File: config.mk
export PLATFORM = sky130hd
export DESIGN_NAME = fpu_arbiter
export DESIGN_NICKNAME = d
export VERILOG_FILES = /design/src/rtl/fpu_pkg.sv /design/src/rtl/fpu_rr_arb2.sv /design/src/rtl/fpu_arbiter.sv
export SDC_FILE = /design/constraint.sdc
export NUM_CORES = 1
export LEC_CHECK = 0
export BUFFER_PORTS_ARGS = -buffer_cell sky130_fd_sc_hd__buf_2
export CAP_MARGIN = 20
export CELL_PAD_IN_SITES_DETAIL_PLACEMENT = 0
export CELL_PAD_IN_SITES_GLOBAL_PLACEMENT = 2
export CORE_ASPECT_RATIO = 1.25
export CORE_MARGIN = 1
export CORE_UTILIZATION = 25
export CTS_BUF_LIST = sky130_fd_sc_hd__clkbuf_4 sky130_fd_sc_hd__clkbuf_8
export CTS_CLUSTER_SIZE = 20
export DETAILED_ROUTE_END_ITERATION = 12
export GPL_TIMING_DRIVEN = 1
export PLACE_DENSITY = 0.79
export SLEW_MARGIN = 0
export SYNTH_ARGS = -nofsm -noshare
export SYNTH_HDL_FRONTEND = slang
export SYNTH_SLANG_ARGS = --single-unit
File: constraint.sdc
create_clock -name clk -period 5.4 [get_ports clk]
set_input_delay 1.08 -clock clk [delete_from_list [all_inputs] [get_ports clk]]
set_output_delay 1.08 -clock clk [all_outputs]
set_load 0.02 [all_outputs]
File: src/rtl/fpu_pkg.sv
// Shared widths and FSM encoding for the FPU arbiter slice.
package fpu_pkg;
    localparam int EXP_W = 7;
    localparam int MAN_W = 15;
    localparam int CNT_W = 10;

    typedef enum logic [2:0] {
        IDLE      = 3'd0,
        ISSUE     = 3'd1,
        WAIT_BUSY = 3'd2,
        WAIT_DONE = 3'd3,
        RESP      = 3'd4
    } state_t;
endpackage

File: src/rtl/fpu_rr_arb2.sv
// Two-way round-robin grant; "last" is the id of the most recently granted requester.
module fpu_rr_arb2 (
    input  logic [1:0] req,
    input  logic       last,
    output logic [1:0] grant
);
    always_comb begin
        grant = req;
        // On contention the requester that was not served last wins.
        if (req == 2'b11) begin
            grant = last ? 2'b01 : 2'b10;
        end
    end
endmodule

File: src/rtl/fpu_arbiter.sv
// Arbitrates two requesters onto one shared FPU adder, one operation in flight at a time.
module fpu_arbiter
    import fpu_pkg::*;
#(
    parameter int BUSY_TIMEOUT = 4,
    parameter int DONE_TIMEOUT = 1023
) (
    input  logic             clk,
    input  logic             reset,
    input  logic             req0_valid,
    output logic             req0_ready,
    input  logic [EXP_W-1:0] req0_ae,
    input  logic [EXP_W-1:0] req0_be,
    input  logic [MAN_W-1:0] req0_am,
    input  logic [MAN_W-1:0] req0_bm,
    input  logic             req1_valid,
    output logic             req1_ready,
    input  logic [EXP_W-1:0] req1_ae,
    input  logic [EXP_W-1:0] req1_be,
    input  logic [MAN_W-1:0] req1_am,
    input  logic [MAN_W-1:0] req1_bm,
    output logic             rsp_valid,
    output logic             rsp_id,
    output logic [EXP_W-1:0] rsp_e,
    output logic [MAN_W-1:0] rsp_m,
    output logic             rsp_err,
    output logic             fpu_add,
    output logic [EXP_W-1:0] fpu_r1e,
    output logic [MAN_W-1:0] fpu_r1m,
    output logic [EXP_W-1:0] fpu_r2e,
    output logic [MAN_W-1:0] fpu_r2m,
    input  logic             fpu_idle,
    input  logic [EXP_W-1:0] fpu_rse,
    input  logic [MAN_W-1:0] fpu_rsm
);
    localparam logic [CNT_W-1:0] BUSY_LIM = CNT_W'(BUSY_TIMEOUT - 1);
    localparam logic [CNT_W-1:0] DONE_LIM = CNT_W'(DONE_TIMEOUT - 1);

    state_t           state_q, state_d;
    logic [CNT_W-1:0] cnt_q, cnt_d;
    logic             last_q, last_d;
    logic             id_q, id_d;
    logic             err_q, err_d;
    logic [EXP_W-1:0] r1e_q, r1e_d, r2e_q, r2e_d;
    logic [MAN_W-1:0] r1m_q, r1m_d, r2m_q, r2m_d;
    logic             rsp_valid_q, rsp_valid_d;
    logic             rsp_id_q, rsp_id_d;
    logic             rsp_err_q, rsp_err_d;
    logic [EXP_W-1:0] rsp_e_q, rsp_e_d;
    logic [MAN_W-1:0] rsp_m_q, rsp_m_d;
    logic [1:0]       grant;
    logic [1:0]       ready;

    fpu_rr_arb2 u_rr (
        .req   ({req1_valid, req0_valid}),
        .last  (last_q),
        .grant (grant)
    );

    always_comb begin
        state_d     = state_q;
        last_d      = last_q;
        id_d        = id_q;
        err_d       = err_q;
        r1e_d       = r1e_q;
        r1m_d       = r1m_q;
        r2e_d       = r2e_q;
        r2m_d       = r2m_q;
        rsp_valid_d = 1'b0;
        rsp_id_d    = rsp_id_q;
        rsp_err_d   = rsp_err_q;
        rsp_e_d     = rsp_e_q;
        rsp_m_d     = rsp_m_q;
        ready       = 2'b00;
        case (state_q)
            IDLE: begin
                if (fpu_idle && (grant != 2'b00)) begin
                    ready   = grant;
                    last_d  = grant[1];
                    id_d    = grant[1];
                    err_d   = 1'b0;
                    r1e_d   = grant[1] ? req1_ae : req0_ae;
                    r1m_d   = grant[1] ? req1_am : req0_am;
                    r2e_d   = grant[1] ? req1_be : req0_be;
                    r2m_d   = grant[1] ? req1_bm : req0_bm;
                    state_d = ISSUE;
                end
            end
            ISSUE: state_d = WAIT_BUSY;
            WAIT_BUSY: begin
                // An FPU that never drops idle is assumed to have finished already.
                if (!fpu_idle) begin
                    state_d = WAIT_DONE;
                end else if (cnt_q >= BUSY_LIM) begin
                    state_d = RESP;
                end
            end
            WAIT_DONE: begin
                if (fpu_idle) begin
                    state_d = RESP;
                end else if (cnt_q >= DONE_LIM) begin
                    err_d   = 1'b1;
                    state_d = RESP;
                end
            end
            RESP: begin
                rsp_valid_d = 1'b1;
                rsp_id_d    = id_q;
                rsp_err_d   = err_q;
                rsp_e_d     = err_q ? '0 : fpu_rse;
                rsp_m_d     = err_q ? '0 : fpu_rsm;
                state_d     = IDLE;
            end
            default: state_d = IDLE;
        endcase
        // Counter restarts on every state entry and saturates instead of wrapping.
        if (state_d != state_q) begin
            cnt_d = '0;
        end else if (cnt_q == '1) begin
            cnt_d = cnt_q;
        end else begin
            cnt_d = cnt_q + CNT_W'(1);
        end
    end

    always_ff @(posedge clk or posedge reset) begin
        if (reset) begin
            state_q     <= IDLE;
            cnt_q       <= '0;
            last_q      <= 1'b1;
            id_q        <= 1'b0;
            err_q       <= 1'b0;
            r1e_q       <= '0;
            r1m_q       <= '0;
            r2e_q       <= '0;
            r2m_q       <= '0;
            rsp_valid_q <= 1'b0;
            rsp_id_q    <= 1'b0;
            rsp_err_q   <= 1'b0;
            rsp_e_q     <= '0;
            rsp_m_q     <= '0;
        end else begin
            state_q     <= state_d;
            cnt_q       <= cnt_d;
            last_q      <= last_d;
            id_q        <= id_d;
            err_q       <= err_d;
            r1e_q       <= r1e_d;
            r1m_q       <= r1m_d;
            r2e_q       <= r2e_d;
            r2m_q       <= r2m_d;
            rsp_valid_q <= rsp_valid_d;
            rsp_id_q    <= rsp_id_d;
            rsp_err_q   <= rsp_err_d;
            rsp_e_q     <= rsp_e_d;
            rsp_m_q     <= rsp_m_d;
        end
    end

    // Ready is combinational from IDLE, so it is masked to read 0 while reset is held.
    assign req0_ready = ready[0] & ~reset;
    assign req1_ready = ready[1] & ~reset;
    assign fpu_add    = (state_q == ISSUE);
    assign fpu_r1e    = r1e_q;
    assign fpu_r1m    = r1m_q;
    assign fpu_r2e    = r2e_q;
    assign fpu_r2m    = r2m_q;
    assign rsp_valid  = rsp_valid_q;
    assign rsp_id     = rsp_id_q;
    assign rsp_err    = rsp_err_q;
    assign rsp_e      = rsp_e_q;
    assign rsp_m      = rsp_m_q;
endmodule

# Word level (Yosys, flattened, before mapping)

Index checks and enable logic that the tools add are counted.

Register bits: 85
Bits in read-only memories: 0
Input port bits: 115
Memories: 0
Output and inout port bits: 72
Logic and storage cells: 60
Memory bits (writable): 0
Bits in latches: 0

Multipliers: 0
Muxes and demuxes: 23
Shift operators: 0
$add $sub $neg: 1
Equal/unequal tests: 11
Reductions and logical operators: 6
Div/mod/pow operators: 0
Order comparisons: 2
Bitwise logic cells: 3

Operators with widths:

| kind                  | count |
|---|---|
| $mux 15               | 3 |
| $mux 7                | 3 |
| $mux 10               | 2 |
| $mux 3                | 5 |
| $pmux 3 s4            | 1 |
| $add 10x1->10 const B | 1 |
| $eq 10x10->1 const B  | 1 |
| $ge 10x10->1 const B  | 1 |
| $ge 10x2->1 const B   | 1 |
| $mux 2                | 4 |
| $ne 2x2->1 const B    | 4 |
| $eq 3x2->1 const B    | 2 |
| $mux 1                | 4 |
| $reduce_and 4->1      | 1 |
| $reduce_bool 2->1     | 2 |
| $eq 3x1->1 const B    | 1 |
| $eq 3x3->1 const B    | 1 |
| $logic_not 3->1       | 1 |
| $ne 3x3->1            | 1 |
| $and 1x1->1           | 2 |
| $eq 2x2->1 const B    | 1 |
| $pmux 1 s2            | 1 |
| $reduce_and 2->1      | 1 |
| $logic_and 1x1->1     | 1 |
| $not 1->1             | 1 |

# Depth between registers and ports, before layout

Gate-level depths: netlist of run 1.

Word-level depth: 8
Mapped depth: 6
Mapped depth without buffers: 5

# Cells and area by module

Synthesis of run 1 repeated with hierarchy kept, for this count alone.

Cells, all modules: 393
Area total of the unflattened synthesis: 4035.1 um2

Modules (own cells, without submodules):

| module      | sequential area each (um2) | times used | cells each | area an instance (um2) |
|---|---|---|---|---|
| fpu_arbiter | 2128.3                     | 1          | 390        | 4016.4 |
| fpu_rr_arb2 | 0.0                        | 1          | 3          | 18.8 |

# Worst setup path after synthesis of run 1

No wires, ideal clock.

Path type: input to output
Start point: input reset
End point: output req0_ready
Arrival time: 3.383 ns
Stages: 2
Slack: 0.937 ns
Path through: inv_1 o2111a_1

Word-level cells in the longest chain between the ends: 2

RTL lines:

| element     | RTL line           | source |
|---|---|---|
| from (decl) | fpu_arbiter.sv:9   | `input logic reset,` |
| $not 1->1   | fpu_arbiter.sv:161 | `assign req0_ready = ready[0] & ~reset;` |
| $and 1x1->1 | fpu_arbiter.sv:161 |  |
| to (decl)   | fpu_arbiter.sv:11  | `output logic req0_ready,` |

Every way passes these cells.

# Worst setup path after layout of run 1

Start point: input fpu_idle
End point: output req0_ready

Word-level cells in the longest chain between the ends: 4

RTL lines:

| element           | RTL line           | source |
|---|---|---|
| from (decl)       | fpu_arbiter.sv:32  | `input logic fpu_idle,` |
| $logic_and 1x1->1 | fpu_arbiter.sv:77  | `if (fpu_idle && (grant != 2'b00)) begin` |
| $mux 2            | fpu_arbiter.sv:77  |  |
| $mux 2            | fpu_arbiter.sv:75  | `case (state_q)` |
| $and 1x1->1       | fpu_arbiter.sv:161 |  |

Every way passes these cells.

==> results of run 1 <==
[area by class of cell]
| cell class | count | area (µm²) |
|---|---|---|
| clock buffers | 12 | 146.4 |
| clock inverters | 4 | 120.1 |
| fillers | 1612 | 9808 |
| inverters | 7 | 27.53 |
| multi-input cells | 267 | 1688 |
| flip-flops and latches | 85 | 2128 |
| well taps | 208 | 260.3 |
| repair buffers | 190 | 960.9 |
[metal layers]
| layer | track usage [%] | routed length, µm | part of all wire, % | up-vias |
|---|---|---|---|---|
| met2 | 20.77 | 4877 | 49 | 110 |
| met5 | 0 | 0 | 0 | - |
| li1 | - | - | - | 1669 |
| met3 | 3.066 | 567 | 5.7 | 11 |
| met1 | 15.37 | 4356 | 44 | 1504 |
| met4 | 5.947 | 183 | 1.8 | 0 |
[tightest hold or removal path, delay by kind of cell (launching register included)]
kind,cells,cell delay [ns]
flops,1,0.34
compound gates,1,0.06
simple gates,1,0.04
[power by group]
group / switching [mW] / internal [mW]
clock: 0.226 / 0.370
combinational: 0.709 / 0.388
sequential: 0.150 / 0.907
[logic make-up (layout without fill, tap and decap cells)]
group	Yosys count	count (layout)	synth area share, %
AOI/OAI and AO/OA	87	87	13.45
xor gates and xnor gates	5	5	1.118
adders and majority gates	2	2	0.6389
buffers and inverters	32	213	3.131
DFF	85	85	54.35
muxes	47	47	12.08
and+or+nand+nor	126	126	15.24
[final timing paths]
kind	endpoint
max	req0_ready
min	fpu_r1m[0]
max reg2reg	fpu_r1m[1]
min reg2reg	fpu_r1m[0]
max in group asynchronous	rsp_m[14]
min in group asynchronous	fpu_r2m[8]
[placed cells by master, fill, tap and decap left out, drive strengths merged, types with 2 or more instances in the layout]
master  netlist  layout
dfrtp        84      84
nor2          9       9
nand3         3       3
nor3          3       3
mux2          2       2
o31ai         2       2
mux2i        45      45
nand2        74      74
or4           4       4
and3          2       2
nand2b       23      23
ha            2       2
clkbuf       19      12
xnor2         4       4
a211oi        6       6
buf           6     190
o21ai        67      67
and4          3       3
a21oi         4       4
a21o          2       2
inv           7       6
bufinv        0       4
[cell usage after synthesis]
library cell	instances
nor3b_1	1
and2_1	1
nand4_1	1
and4_2	2
xor2_1	1
a21oi_1	4
buf_2	2
inv_1	7
mux2i_1	45
xnor2_1	4
o21ai_0	67
o2111a_1	1
nor3_1	3
nand3b_1	1
o21a_1	1
a32oi_4	1
or4_1	3
buf_1	4
a211oi_2	1
a311oi_1	1
ha_1	2
nand2b_1	23
nand2_1	74
mux2_2	2
o31ai_1	2
a21o_1	2
clkbuf_1	19
dfstp_2	1
nand3_1	3
nor4b_1	1
or4_4	1
dfrtp_1	84
nor2_1	9
and3_1	2
a211oi_1	5
and4_1	1
o2111ai_1	1
o41ai_4	1
[metrics by stage]
stage                     utilization (%)  power [mW]  cell area [µm²]  hold WS [ns]
after floorplan                         -       1.769             3916        0.4453
after global placement              33.45       2.168             5065        0.4566
after detailed placement            33.45       2.192             5065        0.4648
after CTS                           35.21       2.805             5331        0.4834
after global routing                35.21       2.960             5331        0.5020
final                               35.21       2.749             5331        0.4776
[flip-flops by register name, indices dropped and copies added, names as in the netlist]
signal	cells
fpu_r1m	15
rsp_m	15
fpu_r2e	7
last_q	1
id_q	1
rsp_valid	1
fpu_r1e	7
rsp_id	1
rsp_err	1
err_q	1
fpu_r2m	15
state_q	3
rsp_e	7
cnt_q	10
==> impl_metrics.env, run 1 <==
export IMPL_grt_start_max_net_pins=85
export IMPL_pin_count=187
export IMPL_cp_start_kind="primary input"
export IMPL_viasPerCell=4.261
export IMPL_drive_above_1_share_pct=38.58
export IMPL_status="complete, no violations"
export IMPL_hp_start="fpu_r1m[0]"
export IMPL_cpPeakStageDelay_ns=0.76
export IMPL_n_antenna_cell=0
export IMPL_crit_fanout=5
export IMPL_hold_depth=2
export IMPL_crit_type="primary input to output port"
export IMPL_hpwlAfterDp_um=7288
export IMPL_relSlewSlack_pct=38.74
export IMPL_globalRouteOverflowTotal=0
export IMPL_ys_seq_elements=85
export IMPL_cts_num_sinks=85
export IMPL_pwr_density_cell_nw_per_um2=515.7
export IMPL_drc=0
export IMPL_critical_path_depth=4
export IMPL_setup_ws_ns=1.847
export IMPL_yosysTopAreaCellShare_pct=53.67
export IMPL_fin_cells=773
export IMPL_grt_antenna_before_repair=0
export IMPL_reg2reg_depth=5
export IMPL_r2r_start="state_q[2]"
export IMPL_rsz0062_at_grt="no"
export IMPL_critPathBufInv=2
export IMPL_path_delay_family="simple AND/OR/NAND/NOR gates"
export IMPL_wl_per_cell_um=12.92
export IMPL_setup_tns_ns=0
export IMPL_syn_inst=384
export IMPL_dpl_cell_count=757
export IMPL_die_h_um=141.9
export IMPL_finalWeightedCongestion=0.7270
export IMPL_fin_crit_sh_pct=65.79
export IMPL_cts_resized=0
export IMPL_cts_buffer_depth=2
export IMPL_detail_route_antenna_nets=0
export IMPL_cts_tree="yes"
export IMPL_yosysSeqAreaShare_pct=54.35
export IMPL_grt_pass1_vias=3213
export IMPL_drtIter0Drc=103
export IMPL_fmax_ghz=0.2815
export IMPL_grt_first_pass_wirelength_um=15760
export IMPL_yosys_area_top_type="dfrtp_1"
export IMPL_place_ws_ns=1.858
export IMPL_worst_pin_slew_ns=0.9062
export IMPL_die_area_um2=16170
export IMPL_cap_violations=0
export IMPL_slew_violations=0
export IMPL_rows=50
export IMPL_cp_required_ns=4.32
export IMPL_core_um2=15140
export IMPL_syn_num_nets=501
export IMPL_irDropWorstVdd_mv=0.1673
export IMPL_die_w_um=113.9
export IMPL_cts_root_buffer_cell="clkbuf_8"
export IMPL_wl_um=9984
export IMPL_cts_made_buffers=9
export IMPL_start_util_pct=25.87
export IMPL_path_cells="buf_2 > nor4b_1 > o2111a_1 > buf_2"
export IMPL_crit_arrival_ns=2.47
export IMPL_grt_usage_pct=12.57
export IMPL_min_period_ns=3.553
export IMPL_area_growth_pct=36.13
export IMPL_holdCritPathClass="flop to flop"
export IMPL_avgSynthCellArea_um2=10.20
export IMPL_layout_nets=677
export IMPL_crit_top_cell="buf_2"
export IMPL_io_buffer_count=186
export IMPL_yosysUniqueCellTypes=38
export IMPL_ys_warnings_count=0
export IMPL_finalSetupViolCount=0
export IMPL_power_leakage_nw=2.776
export IMPL_cts_hold_buf=0
export IMPL_slowest_stage="nor4b_1"
export IMPL_path_clk_slew_ns=0.08
export IMPL_via_count=3294
export IMPL_rrSetupSlack_ns=3.05
export IMPL_syn_cell_area_um2=3916
export IMPL_worstSetupEndpointType="output port"
export IMPL_clock_latency_ns=0.36
export IMPL_timing_final_hold_violations=0
export IMPL_cts_setup_buffers=0
export IMPL_startpoint="fpu_idle"
export IMPL_drtPass1Iterations=4
export IMPL_h_tree_depth=3
export IMPL_synth_area_leaders="dfrtp_1, mux2i_1, o21ai_0, nand2_1, nand2b_1"
export IMPL_skew_ns=0.006738
(Power assumes the default switching activity.)
==> run 2, diff against run 1 <==
Settings changed: ABC_AREA from default to 1, PLACE_DENSITY 0.79 to 0.8.
Clock period 5.4 ns to 3.5 ns, I/O delays scaled along.
==> run 2 against run 1 <==
Effect of this change: worst hold slack worse by 0.039 ns; critical path depth unchanged; non-clock buffer count up 2; clock skew down 0.0024 ns; design area up 1.1%; largest power group unchanged; highest routed layer unchanged.
==> impl_metrics.env, run 2 <==
export IMPL_setup_tns_ns=0
export IMPL_worstSetupEndpointType="output port"
export IMPL_grt_pass1_vias=3347
export IMPL_die_h_um=144.5
export IMPL_drive_above_1_share_pct=41.99
export IMPL_synth_edf_count=0
export IMPL_synth_xor_area_share_pct=0.8626
export IMPL_path_clk_slew_ns=0.08
export IMPL_h_tree_depth=3
export IMPL_cts_setup_buffers=0
export IMPL_skew_ns=0.004315
export IMPL_start_util_pct=25.77
export IMPL_cp_required_ns=2.80
export IMPL_detail_route_antenna_nets=0
export IMPL_cts_resized=0
export IMPL_die_w_um=116
export IMPL_cts_num_sinks=85
export IMPL_wl_um=10600
export IMPL_fillers=1701
export IMPL_syn_cell_area_um2=4061
export IMPL_yosys_area_share_adder_pct=0.6161
export IMPL_synth_most_common_cell="nand2_1"
export IMPL_yosysTopAreaCellShare_pct=51.76
export IMPL_cts_root_buffer_cell="clkbuf_8"
export IMPL_min_period_ns=2.263
export IMPL_drc=0
export IMPL_wl_per_cell_um=12.86
export IMPL_cts_hold_buf=0
export IMPL_power_total_mw=4.148
export IMPL_timing_final_hold_violations=0
export IMPL_crit_fanout=7
export IMPL_via_count=3549
export IMPL_yosysUniqueCellTypes=34
export IMPL_n_antenna_cell=0
export IMPL_avgSynthCellArea_um2=9.601
export IMPL_yosysSeqAreaShare_pct=52.40
export IMPL_grt_start_max_net_pins=49
export IMPL_synth_compound_area_share_pct=7.455
export IMPL_yosys_area_top_type="dfrtp_1"
export IMPL_relSlewSlack_pct=39.35
export IMPL_cts_buffer_depth=2
export IMPL_drtPass1Iterations=4
export IMPL_ys_seq_elements=85
export IMPL_syn_num_nets=540
export IMPL_irDropWorstVdd_mv=0.3894
export IMPL_core_um2=15760
export IMPL_crit_type="flop to output port"
export IMPL_rows=51
export IMPL_grt_usage_pct=12.82
export IMPL_globalRouteOverflowTotal=0
export IMPL_clock_latency_ns=0.36
export IMPL_synth_common_cells="nand2_1, dfrtp_1, mux2_2"
export IMPL_synthSimpleGateAreaFrac_pct=22.03
export IMPL_finalWeightedCongestion=0.7774
export IMPL_drtIter0Drc=133
export IMPL_io_buffer_count=186
export IMPL_grt_antenna_before_repair=0
export IMPL_synth_ff_type="dfrtp_1"
export IMPL_cp_start_kind="flop"
export IMPL_worst_pin_slew_ns=0.9088
export IMPL_setup_ws_ns=1.237
export IMPL_async_flop_share_pct=100.0
export IMPL_place_ws_ns=1.201
export IMPL_mostFrequentLayoutCell="buf_2"
export IMPL_finalSetupViolCount=0
export IMPL_viasPerCell=4.307
export IMPL_slew_violations=0
export IMPL_syn_inst=423
export IMPL_layout_common_cells="buf_2, nand2_1, dfrtp_1"
export IMPL_grt_first_pass_wirelength_um=16410
export IMPL_crit_arrival_ns=1.56
export IMPL_fmax_ghz=0.4419
export IMPL_synth_top_family_by_area="simple AND/OR/NAND/NOR gates"
export IMPL_fin_crit_sh_pct=64.66
export IMPL_pin_count=187
export IMPL_ys_warnings_count=0
export IMPL_hold_slack_ns=0.4386
export IMPL_power_leakage_nw=2.912
export IMPL_layout_nets=725
export IMPL_holdCritPathClass="primary input to asynchronous set/reset pin"
export IMPL_die_area_um2=16760
export IMPL_status="complete, no violations"
export IMPL_muxShareOfSynthArea_pct=12.20
export IMPL_hpwlAfterDp_um=7770
export IMPL_synth_area_leaders="dfrtp_1, nand2_1, mux2_2, a22o_1, nor2_1"
export IMPL_area_growth_pct=32.78
export IMPL_cap_violations=0
export IMPL_pwr_density_cell_nw_per_um2=769.3
export IMPL_cts_tree="yes"
export IMPL_cts_made_buffers=9
export IMPL_rsz0062_at_grt="no"
run 2: cell types whose count changed after synthesis, moves of 5 or more:
cell,before,now
nand2_1,74,154
nand2b_1,23,0
nand3_1,3,9
mux2i_1,45,0
mux2_2,2,35
mux2_1,0,9
a211oi_1,5,0
clkbuf_1,19,3
buf_4,0,5
inv_1,7,18
nor2_1,9,33
buf_2,2,9
a22o_1,0,22
o21ai_0,67,9
run 2: area by class of cell:
cell class,count,area [µm²],share of cell area (%)
sequential,85,2128,39.47
multi-input combinational,300,1753,32.51
timing repair buffer,192,975.9,18.10
tap,212,265.3,4.919
clock buffer,11,145.1,2.691
inverter,20,76.32,1.415
clock inverter,4,48.80,0.9049
run 2: per-layer routing:
| metal | vias up | part of all wire, % | global-route usage [%] |
|---|---|---|---|
| li1 | 1747 | - | - |
| met1 | 1673 | 42 | 15.23 |
| met2 | 116 | 51 | 21.96 |
| met3 | 13 | 4.8 | 2.137 |
| met4 | 0 | 2.1 | 6.883 |
| met5 | - | 0 | 0 |
run 2: path summary, 6_finish.rpt:
| check | startpoint | to | slack (ns) | cells after the start |
|---|---|---|---|---|
| hold / removal | reset | fpu_r2m[4] | 0.44 | 2 |
| setup / recovery | state_q[0] | req0_ready | 1.24 | 4 |
| min in group clk | fpu_r2e[5] | fpu_r2e[5] | 0.48 | 2 |
| hold reg to reg | fpu_r2e[5] | fpu_r2e[5] | 0.48 | 2 |
| setup reg to reg | state_q[0] | rsp_m[12] | 1.59 | 5 |
| max in group asynchronous | reset | rsp_m[0] | 2.25 | 3 |
run 2: metrics by stage:
stage,area [µm²],util (%),std cells
global route,5393,34.21,824
CTS,5393,34.21,824
floorplan,4061,-,423
detailed placement,5199,32.98,809
global placement,5199,32.98,809
finish,5393,34.21,824
run 2: cells by family after synthesis:
logic type      after synthesis
simple gates                212
compound gates               38
xor+xnor                      4
mux                          44
fa+ha+maj                     2
buf+inv                      38
flops                        85
run 2: power breakdown:
part / internal [mW] / leakage [nW] / switching, mW
sequential: 1.39 / 1.09 / 0.234
combinational: 0.679 / 1.72 / 1.14
clock: 0.352 / 0.103 / 0.348
total: 2.43 / 2.91 / 1.72
run 2: critical path, cell delays in order, from the launching register on:
cell	delay, ns
dfrtp_1	0.48
nor2_1	0.17
nand3_2	0.11
a2111oi_2	0.22
buf_2	0.22
==> run 3, diff against run 2 <==
Clock period 3.5 ns to 2.13 ns, I/O delays scaled along.
==> run 3 against run 2 <==
Effect of this change: sequential share of layout area decreased by 0.30 points; wire length is 0.77% higher; non-clock buffer count rose by 2; critical endpoint unchanged; die area is the same; utilization increased by 0.26 points; combinational power grew 66%; register-to-register slack worse by 1.1 ns; worst setup slack worse by 1.1 ns; largest power group unchanged; clock power up 58%.
==> impl_metrics.env, run 3 (synthesized netlist as in run 2, its figures left out) <==
export IMPL_place_ws_ns=0.2876
export IMPL_grt_pass1_vias=3296
export IMPL_drc=0
export IMPL_relSlewSlack_pct=67.53
export IMPL_worst_pin_slew_ns=0.4871
export IMPL_core_um2=15760
export IMPL_layout_nets=727
export IMPL_p_seq_share_pct=39.3
export IMPL_grt_start_max_net_pins=86
export IMPL_start_util_pct=25.77
export IMPL_slowest_stage="dfrtp_1"
export IMPL_fillers=1668
export IMPL_wl_um=10680
export IMPL_grt_first_pass_wirelength_um=16530
export IMPL_grt_usage_pct=12.83
export IMPL_fin_crit_sh_pct=93.89
export IMPL_path_delay_family="flip-flops"
export IMPL_cts_root_buffer_cell="clkbuf_8"
export IMPL_cts_setup_buffers=0
export IMPL_cts_num_sinks=85
export IMPL_finalWeightedCongestion=0.7975
export IMPL_crit_fanout=7
export IMPL_pin_count=187
export IMPL_via_count=3532
export IMPL_holdCritPathClass="primary input to asynchronous set/reset pin"
export IMPL_io_buffer_count=186
export IMPL_h_tree_depth=3
export IMPL_irDropWorstVdd_mv=0.5620
export IMPL_wl_per_cell_um=12.91
export IMPL_skew_ns=0.008118
export IMPL_drtIter0Drc=171
export IMPL_cp_start_kind="flop"
export IMPL_fmax_ghz=0.5000
export IMPL_rsz0062_at_grt="no"
export IMPL_layout_common_cells="buf_2, nand2_1, dfrtp_1"
export IMPL_pwr_density_cell_nw_per_um2=1255
export IMPL_pwr_share_comb_pct=44.4
export IMPL_crit_type="flop to output port"
export IMPL_power_leakage_nw=2.916
export IMPL_critPathBufInv=1
export IMPL_clock_latency_ns=0.36
export IMPL_drive_above_1_share_pct=42.44
export IMPL_crit_arrival_ns=1.57
export IMPL_cts_made_buffers=9
export IMPL_cts_buffer_depth=2
export IMPL_cpPeakStageDelay_ns=0.49
export IMPL_n_antenna_cell=0
export IMPL_cp_required_ns=1.70
export IMPL_hpwlAfterDp_um=7827
export IMPL_cap_violations=0
export IMPL_drtPass1Iterations=4
export IMPL_detail_route_antenna_nets=0
export IMPL_mostFrequentLayoutCell="buf_2"
export IMPL_status="complete, no violations"
export IMPL_p_int_mw=3.885
export IMPL_setup_ws_ns=0.1301
export IMPL_worstSetupEndpointType="output port"
export IMPL_die_w_um=116
export IMPL_swShare_pct=43.03
export IMPL_path_cells="nor2_1 > nand3_2 > a2111oi_2 > buf_2"
export IMPL_cts_tree="yes"
export IMPL_path_clk_slew_ns=0.10
export IMPL_area_growth_pct=33.80
export IMPL_finalSetupViolCount=0
export IMPL_globalRouteOverflowTotal=0
export IMPL_rows=51
export IMPL_die_h_um=144.5
export IMPL_die_area_um2=16760
export IMPL_timing_final_hold_violations=0
export IMPL_min_period_ns=2.000
export IMPL_grt_antenna_before_repair=0
export IMPL_slew_violations=0
export IMPL_p_switching_mw=2.934
export IMPL_setup_tns_ns=0
export IMPL_viasPerCell=4.271
export IMPL_p_clk_share_pct=16.3
==> run 3: cell count changes in the layout (fill, tap and decap cells not counted), sizes merged <==
| cell | change |
|---|---|
| buf | +2 |
| bufinv | -1 |
| clkbuf | -2 |
| clkinv | -3 |
| clkinvlp | +3 |
| inv | +4 |
==> run 3: worst paths after layout <==
check | start | to | slack [ns] | cells after the start
max in group asynchronous | reset | fpu_r1m[4] | 1.54 | 3
min in group clk | fpu_rsm[9] | rsp_m[9] | 0.27 | 2
min reg2reg | fpu_r2m[1] | fpu_r2m[1] | 0.48 | 2
max | state_q[0] | req0_ready | 0.13 | 4
max reg2reg | state_q[0] | cnt_q[8] | 0.46 | 7
min | reset | rsp_id | 0.20 | 3
==> run 3: tightest hold or removal path, cell delays in order <==
cell,delay [ns]
buf_2,0.13
clkinvlp_4,0.08
buf_12,0.36
==> run 3: per-layer routing <==
| metal | GRT usage [%] | vias to the layer above | wire, µm |
|---|---|---|---|
| met4 | 4.251 | 0 | 110 |
| met1 | 15.61 | 1664 | 4475 |
| met2 | 21.93 | 105 | 5505 |
| met5 | 0 | - | 0 |
| met3 | 3.269 | 8 | 588 |
| li1 | - | 1755 | - |
==> run 3: cell type report <==
type | instances | area (µm²) | share of cell area [%]
clock buffer | 9 | 123.9 | 2.280
clock inverter | 7 | 66.31 | 1.220
inverter | 20 | 78.83 | 1.451
multi-input combinational | 300 | 1755 | 32.30
sequential | 85 | 2128 | 39.17
tap | 212 | 265.3 | 4.881
timing repair buffer | 194 | 1016 | 18.70
==> run 3: timing repair <==
action | 4_1_cts | 5_1_grt
hold buffers | 0 | 0
gates resized for setup | 0 | 1
endpoints found under the setup margin | 0 | 1
==> run 3: stage by stage <==
stage          utilization, %  power (mW)  instance area, µm²  hold WS, ns  instances
3_5_place_dp            33.25       5.790                5241       0.4601        811
5_1_grt                 34.48       7.339                5434       0.2358        827
6_report                34.48       6.819                5434       0.1954        827
2_1_floorplan               -       4.666                4065       0.4824        423
3_3_place_gp            33.25       5.746                5241       0.4592        811
4_1_cts                 34.46       6.957                5431       0.2168        827
==> run 3: power groups by stage <==
stage / clock network (mW) / registers, mW / logic [mW]
floorplan: 0 / 3.42 / 1.24
global placement: 0 / 2.70 / 3.04
detailed placement: 0 / 2.71 / 3.08
CTS: 1.19 / 2.68 / 3.09
global route: 1.25 / 2.76 / 3.32
finish: 1.11 / 2.68 / 3.03
